==> src/rtl/sap_pkg.sv <==
// Shared constants for the SAP control sequencer: opcodes, ALU operations,
// T-state encodings and control-word bit positions.
package sap_pkg;

   localparam logic [3:0] OP_NOP = 4'h0;
   localparam logic [3:0] OP_LDA = 4'h1;
   localparam logic [3:0] OP_ADD = 4'h2;
   localparam logic [3:0] OP_SUB = 4'h3;
   localparam logic [3:0] OP_STA = 4'h4;
   localparam logic [3:0] OP_LDI = 4'h5;
   localparam logic [3:0] OP_JMP = 4'h6;
   localparam logic [3:0] OP_JC  = 4'h7;
   localparam logic [3:0] OP_JZ  = 4'h8;
   localparam logic [3:0] OP_INC = 4'h9;
   localparam logic [3:0] OP_HLT = 4'hB;
   localparam logic [3:0] OP_DCR = 4'hE;
   localparam logic [3:0] OP_OUT = 4'hF;

   typedef enum logic [1:0] {
      ALU_ADD = 2'b00,
      ALU_SUB = 2'b01,
      ALU_INC = 2'b10,
      ALU_DCR = 2'b11
   } alu_op_e;

   typedef enum logic [2:0] {
      TS_T0   = 3'd0,
      TS_T1   = 3'd1,
      TS_T2   = 3'd2,
      TS_T3   = 3'd3,
      TS_T4   = 3'd4,
      TS_HALT = 3'd5
   } tstate_e;

   localparam int CW_W        = 14;
   localparam int CW_PCOUT    = 0;
   localparam int CW_PCINC    = 1;
   localparam int CW_PCLOAD   = 2;
   localparam int CW_MARLOAD  = 3;
   localparam int CW_RAMOUT   = 4;
   localparam int CW_RAMIN    = 5;
   localparam int CW_IRLOAD   = 6;
   localparam int CW_IROUT    = 7;
   localparam int CW_ALOAD    = 8;
   localparam int CW_AOUT     = 9;
   localparam int CW_BLOAD    = 10;
   localparam int CW_OUTLOAD  = 11;
   localparam int CW_ALUSTART = 12;
   localparam int CW_ALUOUT   = 13;

   typedef logic [CW_W-1:0] ctrl_word_t;

endpackage

==> src/rtl/sap_microcode_decode.sv <==
// Combinational microcode ROM: {opcode, T-state, latched flags} to the raw
// control word, ALU operation, last-microstep and halt-request indications.
module sap_microcode_decode
   import sap_pkg::*;
(
   input  logic [3:0]      opcode,
   input  logic [2:0]      tstate,
   input  logic [1:0]      flagsq,
   output logic [CW_W-1:0] ctrl,
   output logic [1:0]      alu_op,
   output logic            last,
   output logic            halt_req
);

   always_comb begin
      // NOTE: every output gets a default first so no path can infer a latch.
      ctrl     = '0;
      alu_op   = ALU_ADD;
      last     = 1'b0;
      halt_req = 1'b0;
      case (tstate)
         TS_T0: begin
            ctrl[CW_PCOUT]   = 1'b1;
            ctrl[CW_MARLOAD] = 1'b1;
         end
         TS_T1: begin
            ctrl[CW_RAMOUT] = 1'b1;
            ctrl[CW_IRLOAD] = 1'b1;
            ctrl[CW_PCINC]  = 1'b1;
         end
         TS_T2: begin
            last = 1'b1;
            case (opcode)
               OP_LDA, OP_ADD, OP_SUB, OP_STA: begin
                  ctrl[CW_IROUT]   = 1'b1;
                  ctrl[CW_MARLOAD] = 1'b1;
                  last             = 1'b0;
               end
               OP_LDI: begin
                  ctrl[CW_IROUT] = 1'b1;
                  ctrl[CW_ALOAD] = 1'b1;
               end
               OP_JMP: begin
                  ctrl[CW_IROUT]  = 1'b1;
                  ctrl[CW_PCLOAD] = 1'b1;
               end
               OP_JC: begin
                  ctrl[CW_IROUT]  = flagsq[0];
                  ctrl[CW_PCLOAD] = flagsq[0];
               end
               OP_JZ: begin
                  ctrl[CW_IROUT]  = flagsq[1];
                  ctrl[CW_PCLOAD] = flagsq[1];
               end
               OP_INC, OP_DCR: begin
                  ctrl[CW_ALUSTART] = 1'b1;
                  ctrl[CW_ALUOUT]   = 1'b1;
                  ctrl[CW_ALOAD]    = 1'b1;
                  alu_op            = (opcode == OP_DCR) ? ALU_DCR : ALU_INC;
               end
               OP_OUT: begin
                  ctrl[CW_AOUT]    = 1'b1;
                  ctrl[CW_OUTLOAD] = 1'b1;
               end
               OP_HLT:  halt_req = 1'b1;
               default: ;  // NOP and undefined opcodes: empty T2
            endcase
         end
         TS_T3: begin
            last = 1'b1;
            case (opcode)
               OP_LDA: begin
                  ctrl[CW_RAMOUT] = 1'b1;
                  ctrl[CW_ALOAD]  = 1'b1;
               end
               OP_ADD, OP_SUB: begin
                  ctrl[CW_RAMOUT] = 1'b1;
                  ctrl[CW_BLOAD]  = 1'b1;
                  last            = 1'b0;
               end
               OP_STA: begin
                  ctrl[CW_AOUT]  = 1'b1;
                  ctrl[CW_RAMIN] = 1'b1;
               end
               default: ;
            endcase
         end
         TS_T4: begin
            last = 1'b1;
            if (opcode == OP_ADD || opcode == OP_SUB) begin
               ctrl[CW_ALUSTART] = 1'b1;
               ctrl[CW_ALUOUT]   = 1'b1;
               ctrl[CW_ALOAD]    = 1'b1;
               alu_op            = (opcode == OP_SUB) ? ALU_SUB : ALU_ADD;
            end
         end
         default: ;
      endcase
   end

endmodule

==> src/rtl/sap_control_sequencer.sv <==
// SAP control sequencer: T-state register, HALT, flag latch and Run gating.
// Optional single-instruction stepping when SEQ_SINGLE_STEP_EN is defined.
module sap_control_sequencer
   import sap_pkg::*;
#(
   parameter int TSTATE_W = 3
) (
   input  logic                clk,
   input  logic                rst_n,
   input  logic                Run,
`ifdef SEQ_SINGLE_STEP_EN
   input  logic                Step,
`endif
   input  logic [3:0]          Opcode,
   input  logic [1:0]          Flags,
   output logic                PCOut,
   output logic                PCInc,
   output logic                PCLoad,
   output logic                MARLoad,
   output logic                RAMOut,
   output logic                RAMIn,
   output logic                IRLoad,
   output logic                IROut,
   output logic                ALoad,
   output logic                AOut,
   output logic                BLoad,
   output logic                OutLoad,
   output logic                AluStart,
   output logic                ALUOut,
   output logic [1:0]          Operation,
   output logic [1:0]          FlagsQ,
   output logic [TSTATE_W-1:0] TState,
   output logic                Halt
);

   tstate_e    state_q, state_d;
   logic [1:0] flags_q;
   ctrl_word_t dec_ctrl, ctrl;
   logic [1:0] dec_op;
   logic       dec_last, dec_halt;
   logic       advance, active, alu_commit;

   sap_microcode_decode u_decode (
      .opcode   (Opcode),
      .tstate   (state_q),
      .flagsq   (flags_q),
      .ctrl     (dec_ctrl),
      .alu_op   (dec_op),
      .last     (dec_last),
      .halt_req (dec_halt)
   );

`ifdef SEQ_SINGLE_STEP_EN
   logic armed_q, step_used_q, arm;

   // step_used_q blocks re-arming until Step has been seen low again.
   assign arm     = !Run && !armed_q && state_q == TS_T0 && Step && !step_used_q;
   assign advance = Run || armed_q;

   always_ff @(posedge clk or negedge rst_n) begin
      if (!rst_n) begin
         armed_q     <= 1'b0;
         step_used_q <= 1'b0;
      end else begin
         if (armed_q && dec_last)
            armed_q <= 1'b0;
         else if (arm)
            armed_q <= 1'b1;
         if (!Step)
            step_used_q <= 1'b0;
         else if (arm)
            step_used_q <= 1'b1;
      end
   end
`else
   assign advance = Run;
`endif

   // Reset also gates the word so outputs drop in the cycle rst_n falls.
   assign active     = advance && rst_n && state_q != TS_HALT;
   assign ctrl       = active ? dec_ctrl : '0;
   assign alu_commit = ctrl[CW_ALUSTART] && ctrl[CW_ALUOUT];

   always_comb begin
      state_d = state_q;
      if (active) begin
         if (dec_last) begin
            state_d = dec_halt ? TS_HALT : TS_T0;
         end else begin
            case (state_q)
               TS_T0:   state_d = TS_T1;
               TS_T1:   state_d = TS_T2;
               TS_T2:   state_d = TS_T3;
               TS_T3:   state_d = TS_T4;
               default: state_d = TS_T0;
            endcase
         end
      end
   end

   always_ff @(posedge clk or negedge rst_n) begin
      if (!rst_n) begin
         state_q <= TS_T0;
         flags_q <= 2'b00;
      end else begin
         // NOTE: non-blocking so every register samples pre-edge values.
         state_q <= state_d;
         if (alu_commit)
            flags_q <= Flags;
      end
   end

   assign PCOut     = ctrl[CW_PCOUT];
   assign PCInc     = ctrl[CW_PCINC];
   assign PCLoad    = ctrl[CW_PCLOAD];
   assign MARLoad   = ctrl[CW_MARLOAD];
   assign RAMOut    = ctrl[CW_RAMOUT];
   assign RAMIn     = ctrl[CW_RAMIN];
   assign IRLoad    = ctrl[CW_IRLOAD];
   assign IROut     = ctrl[CW_IROUT];
   assign ALoad     = ctrl[CW_ALOAD];
   assign AOut      = ctrl[CW_AOUT];
   assign BLoad     = ctrl[CW_BLOAD];
   assign OutLoad   = ctrl[CW_OUTLOAD];
   assign AluStart  = ctrl[CW_ALUSTART];
   assign ALUOut    = ctrl[CW_ALUOUT];
   assign Operation = active ? dec_op : 2'b00;
   assign FlagsQ    = flags_q;
   // TState reads as T0 while halted; Halt distinguishes the two.
   assign TState    = (state_q == TS_HALT) ? '0 : TSTATE_W'(state_q);
   assign Halt      = (state_q == TS_HALT);

endmodule

==> config.mk <==
export PLATFORM = sky130hd
export DESIGN_NAME = sap_control_sequencer
export DESIGN_NICKNAME = d
export VERILOG_FILES = /design/src/rtl/sap_pkg.sv /design/src/rtl/sap_microcode_decode.sv /design/src/rtl/sap_control_sequencer.sv
export SDC_FILE = /design/constraint.sdc
export NUM_CORES = 1
export LEC_CHECK = 0
export CAP_MARGIN = 20
export CORE_MARGIN = 10
export CORE_UTILIZATION = 30
export CTS_CLUSTER_SIZE = 10
export DETAILED_ROUTE_END_ITERATION = 16
export HOLD_SLACK_MARGIN = 0.05
export SLEW_MARGIN = 20
export SYNTH_ARGS = -nofsm -noshare
export SYNTH_HDL_FRONTEND = slang
export SYNTH_SLANG_ARGS = --single-unit
==> constraint.sdc <==
create_clock -name clk -period 2.1 [get_ports clk]
set_input_delay 0.21 -clock clk [delete_from_list [all_inputs] [get_ports clk]]
set_output_delay 0.21 -clock clk [all_outputs]
set_load 0.005 [all_outputs]
==> metrics.cfg, run 1 <==
[outcome]
status=completed

[timing]
hold_violations=0
max_freq_mhz=495
rsz0062_at_grt=no
setup_viol=0
drv_slew=0
hold-worst-slack_ns=0.282
period_share_pct=96.1
tightestPinTransition_ns=0.311
timing.setup.tns_ns=0
period_minus_slack_ns=2.02
worst_clock_skew_ns=0.00563
slew_headroom_pct=79.0

[cts]
ctsHoldBuffers=0
cts_tree=built
cts.clk_slew.worst_paths_ns=0.05
htreeDepth=1
clock_latency_ns=0.24
cts.path.max_buffers=2
cts_made_buffers=3
cts_root_buf=clkbuf_4
cts_setup_buffers=0
clock-sinks=5

[job]
max-cap-violations=0

[yosys]
synth_common_cells=nand2_1, nor2_1, clkbuf_1
async_flop_share_pct=100
yosysSeqAreaShare_pct=20.4
ys_types=37
synth-simple-area-share_pct=40.5
synth-xor-area-share_pct=1.43
ys_ff_latch=5
synth-adder-area-share_pct=1.64
synthCells=86
synth_area_leaders=dfrtp_1, nand2_1, nor2_1
muxShareOfSynthArea_pct=4.91
synth_compound_area_share_pct=21.7
synth.avg_cell_area_um2=7.11
synth_fp_nets=95
yosysTopAreaCell=dfrtp_1
synthesis.area_um2=612
synth_top_area_share_pct=20.4
synth_edf_count=0
synth_top_family_by_area=simple AND/OR/NAND/NOR gates
yosysMostFrequentCell=nand2_1
synthFlopType=dfrtp_1
synth_warnings=0

[drt]
postRouteAntennaNets=0
num_vias=782
route.met3.wl_um=136
dr.first_iter.drc_count=20
wl_met2_um=1120
wl_um=2230
routedWlPerCell_um=14.5
highest_layer=met4
drc=0
viasPerCell=5.08
wirelength_met1_um=954
firstDrtPassIters=4

[floorplan]
die_y_um=65.2
rows=16
core_mm2=0.00194
initial_core_util_pct=31.5
dieArea_mm2=0.00425
die_w_um=65.2
io_pins=31

[global_routing]
grt_pass1_vias=775
grt_max_degree=14
grt_pass1_wl_um=3560
antenna_found_initial=0
grt_usage_pct=10.2
globalRoute.totalOverflow=0

[finish]
n_antenna_cell=0
layout.nets=137
drive_gt1_share_pct=30.7
nFillCells=183
synthToLayoutAreaGrowth_pct=84.5
final_area_mm2=0.00113

[setup_path]
startpoint_type=flip-flop
cp.required_ns=1.89
crit_fanout=3
ff2ff_setup_slack_ns=0.22
cp-end-kind=primary output
rr_worst_depth=5
worstPathArrival_ns=1.81
critical_path_class=reg -> out

[min_path]
worstHoldPathType=in -> async

[placement]
gp_congestion=0.841
io_buffers=30
placed_area_mm2=0.00103
hpwl_um=1710

[pwr]
leakagePower_nw=0.516
p_comb_share_pct=65.1
power.density_mw_per_mm2=687
ir_drop_mv=0.638
intPower_mw=0.482
switchingPower_mw=0.293
seqPwrFrac_pct=20.4
p_clk_share_pct=14.4
swShare_pct=37.8

sequential cells by signal, indices dropped and copies added (netlist names):
register / count
FlagsQ: 2
state_q: 3
timing repair:
item,CTS,global route
pin swaps,0,1
resized for setup,14,18
endpoints found under the setup margin,10,11
through the flow:
stage / setup slack, ns / cells / power [mW] / utilization (%)
2_1_floorplan: 0.312 / 86 / 0.397 / -
4_1_cts: 0.00117 / 154 / 0.753 / 54.9
3_3_place_gp: -0.0395 / 150 / 0.628 / 52.9
5_1_grt: 0.00471 / 154 / 0.841 / 58.1
3_5_place_dp: -0.0746 / 150 / 0.628 / 52.9
6_report: 0.0812 / 154 / 0.775 / 58.1
power groups by stage:
stage / logic [mW] / registers [mW] / clock network (mW)
floorplan: 0.236 / 0.161 / 0
global placement: 0.469 / 0.159 / 0
detailed placement: 0.470 / 0.158 / 0
CTS: 0.480 / 0.158 / 0.115
global route: 0.550 / 0.166 / 0.126
finish: 0.505 / 0.158 / 0.112
layout by cell type, fill, tap and decap left out, drive strengths merged, types with 5 or more instances in the layout:
cell type and count:
nor3 5, nand2 10, clkdlybuf4s50 17, dfrtp 5, a21oi 6, dlygate4sd2 7, buf 17, nor2 9
cell type report:
type                            instances  area, um2  share of cell area [%]
Sequential cell                         5        125                    11.1
Clock buffer                            4       26.3                    2.33
Timing Repair Buffer                   47        437                    38.7
Inverter                                3       11.3                   0.998
Multi-Input combinational cell         68        495                    43.9
Tap cell                               27       33.8                    2.99
worst paths after layout:
kind / from / end
hold / removal: rst_n / state_q[0]
setup reg to reg: state_q[1] / FlagsQ[1]
setup / recovery: state_q[1] / ALUOut
min in group clk: Opcode[2] / state_q[2]
hold reg to reg: FlagsQ[0] / FlagsQ[0]
max in group asynchronous: rst_n / FlagsQ[0]
worst max-delay path: stages (launching register included):
cell and delay, ns:
dfrtp_1 0.37, or3b_1 0.39, or3_4 0.39, a21oi_4 0.17, clkdlybuf4s15_1 0.24
layer usage:
layer | vias to the layer above | track usage [%]
met5 | - | 0
met3 | 2 | 4.41
met2 | 22 | 18.3
met1 | 375 | 10.5
li1 | 383 | -
met4 | 0 | 3.21
cell families after synthesis:
family,Yosys count
AND/OR/NAND/NOR,45
AO/OA/AOI/OAI,19
adder cells (fa/ha/maj),1
multiplexers,2
XOR/XNOR,1
flip-flops,5
buffers and inverters,13
(Power assumes the default switching activity.)
==> run 2, diff against run 1 <==
==> constraint.sdc (replaced) <==
create_clock -name clk -period 2.1 [get_ports clk]
set_input_delay 0.42 -clock clk [delete_from_list [all_inputs] [get_ports clk]]
set_output_delay 0.42 -clock clk [all_outputs]
set_load 0.005 [all_outputs]
==> run 2 against run 1 <==
Against the previous run: the flow now finishes with violations (negative setup slack); first-iteration DRC count is 30% lower; sequential power is 4% higher; clock-buffer cell count did not move; critical path depth did not move; worst hold slack worse by 0.053 ns; clock skew decreased by 0.0054 ns; critical path type unchanged; critical endpoint is now AluStart.
==> metrics.cfg, run 2 (synthesis results as in run 1) <==
[min_path]
worstHoldPathType=in -> async  ; unchanged

[finish]
top_register=state_q  ; unchanged
multi_input_area_um2=509  ; was 495 um2
synthToLayoutAreaGrowth_pct=90.8  ; was 84.5%
layoutNonFillerInstCount=163  ; was 154
mostFrequentLayoutCell=buf_4  ; was clkdlybuf4s50_1
mostFrequentLayoutCells=buf_4, buf_2, nor2_1, nand2_1, dlygate4sd2_1  ; was clkdlybuf4s50_1, buf_4, nand2_1
regArea_um2=125  ; unchanged
final_area_mm2=0.00117  ; was 0.00113 mm2
n_antenna_cell=0  ; unchanged
layout.nets=146  ; was 137
largest_reg_flops=3  ; unchanged
nFillCells=190  ; was 183
drive_gt1_share_pct=46.3  ; was 30.7%

[outcome]
status=finished, violations left  ; was completed
violations=negative setup slack

[placement]
place_ws_ns=-0.530  ; was -0.0746 ns
hpwl_um=1760  ; was 1710 um
io_buffers=30  ; unchanged
gp_congestion=0.790  ; was 0.841
placed_area_mm2=0.00105  ; was 0.00103 mm2
place_inst=153  ; was 150

[timing]
hold_violations=0  ; unchanged
timing.setup.tns_ns=-0.0303  ; was 0 ns
worst_clock_skew_ns=0.000194  ; was 0.00563 ns
drv_slew=0  ; unchanged
finalWorstSetupSlack_ns=-0.0157  ; was 0.0812 ns
slew_headroom_pct=77.0  ; was 79.0%
setup_viol=2  ; was 0
period_minus_slack_ns=2.12  ; was 2.02 ns
period_share_pct=101  ; was 96.1%
hold-worst-slack_ns=0.229  ; was 0.282 ns
max_freq_mhz=473  ; was 495 MHz
rsz0062_at_grt=yes  ; was no
tightestPinTransition_ns=0.340  ; was 0.311 ns

[cts]
cts_made_buffers=3  ; unchanged
cts.clk_slew.worst_paths_ns=0.04  ; was 0.05 ns
cts_root_buf=clkbuf_4  ; unchanged
clock-sinks=5  ; unchanged
clock_latency_ns=0.24  ; about the same
htreeDepth=1  ; unchanged
cts.path.max_buffers=2  ; unchanged
cts_tree=built  ; unchanged
ctsHoldBuffers=0  ; unchanged

[global_routing]
antenna_found_initial=0  ; unchanged
grt_max_degree=14  ; unchanged
grt_usage_pct=10.5  ; was 10.2%
grt_pass1_wl_um=3580  ; was 3560 um
globalRoute.totalOverflow=0  ; unchanged
grt_pass1_vias=792  ; was 775

[setup_path]
cp-end-kind=primary output  ; unchanged
worstPathArrival_ns=1.70  ; was 1.81 ns
crit_fanout=4  ; was 3
cp.required_ns=1.68  ; was 1.89 ns
critical_path_class=reg -> out  ; unchanged
startpoint_type=flip-flop  ; unchanged
ff2ff_setup_slack_ns=0.26  ; was 0.22 ns

[drt]
wl_um=2330  ; was 2230 um
dr.first_iter.drc_count=14  ; was 20
postRouteAntennaNets=0  ; unchanged
routedWlPerCell_um=14.3  ; was 14.5 um
drc=0  ; unchanged
num_vias=842  ; was 782
firstDrtPassIters=4  ; unchanged
viasPerCell=5.17  ; was 5.08

[pwr]
leakagePower_nw=0.553  ; was 0.516 nW
ir_drop_mv=0.507  ; was 0.638 mV
power.density_mw_per_mm2=720  ; was 687 mW/mm2

[floorplan]
die_w_um=65.2  ; unchanged
initial_core_util_pct=31.5  ; unchanged
dieArea_mm2=0.00425  ; unchanged
die_y_um=65.2  ; unchanged
io_pins=31  ; unchanged
core_mm2=0.00194  ; unchanged
rows=16  ; unchanged

[job]
max-cap-violations=0  ; unchanged

-- run 2: cell types whose count changed in the layout (fill, tap and decap cells not counted), moves of 2 or more --
cell	before	now
dlymetal6s2s_1	4	2
buf_4	15	21
clkdlybuf4s15_2	0	2
buf_6	2	5
clkdlybuf4s50_1	17	7
buf_2	0	9
-- run 2: routing by layer --
| layer | track usage [%] | up-vias | wire length, um |
|---|---|---|---|
| met5 | 0 | - | 0 |
| li1 | - | 402 | - |
| met1 | 10.8 | 413 | 988 |
| met2 | 17.8 | 25 | 1160 |
| met3 | 5.08 | 2 | 160 |
| met4 | 4.01 | 0 | 27 |
-- run 2: power by group --
group | total [mW] | internal (mW) | switching (mW)
combinational | 0.564 | 0.313 | 0.251
sequential | 0.165 | 0.133 | 0.0317
clock | 0.112 | 0.0719 | 0.0399
total | 0.841 | 0.518 | 0.323
-- run 2: metrics by stage --
stage	power [mW]	utilization [%]
global placement	0.638	54.1
detailed placement	0.646	54.1
global route	0.900	60.1
CTS	0.767	56.3
finish	0.841	60.1
floorplan	0.397	-
-- run 2: final timing paths --
path / startpoint / end / depth (start not counted)
worst max-delay path: state_q[1] / AluStart / 4
min in group clk: FlagsQ[0] / FlagsQ[0] / 1
worst max register to register: state_q[1] / FlagsQ[0] / 5
worst min register to register: FlagsQ[0] / FlagsQ[0] / 1
worst min-delay path: rst_n / FlagsQ[1] / 2
max in group asynchronous: rst_n / state_q[0] / 2
-- run 2: repair_timing --
| action | 4_1_cts | 5_1_grt |
|---|---|---|
| endpoints found under the setup margin | 16 | 14 |
| gates resized for setup | 59 | 23 |
| setup buffers | 4 | 3 |
| pin swaps | 9 | 11 |
-- run 2: final cells by class --
cell class | count | share of cell area [%]
clock buffer | 4 | 2.25
inverter | 3 | 0.965
timing repair buffer | 56 | 39.5
sequential | 5 | 10.7
multi-input combinational | 68 | 43.6
tap | 27 | 2.89
-- run 2: worst max-delay path, stage by stage, from the launching register on --
cell and delay [ns]:
dfrtp_1 0.38, or3b_4 0.40, or3_4 0.35, a21oi_4 0.17, buf_2 0.14
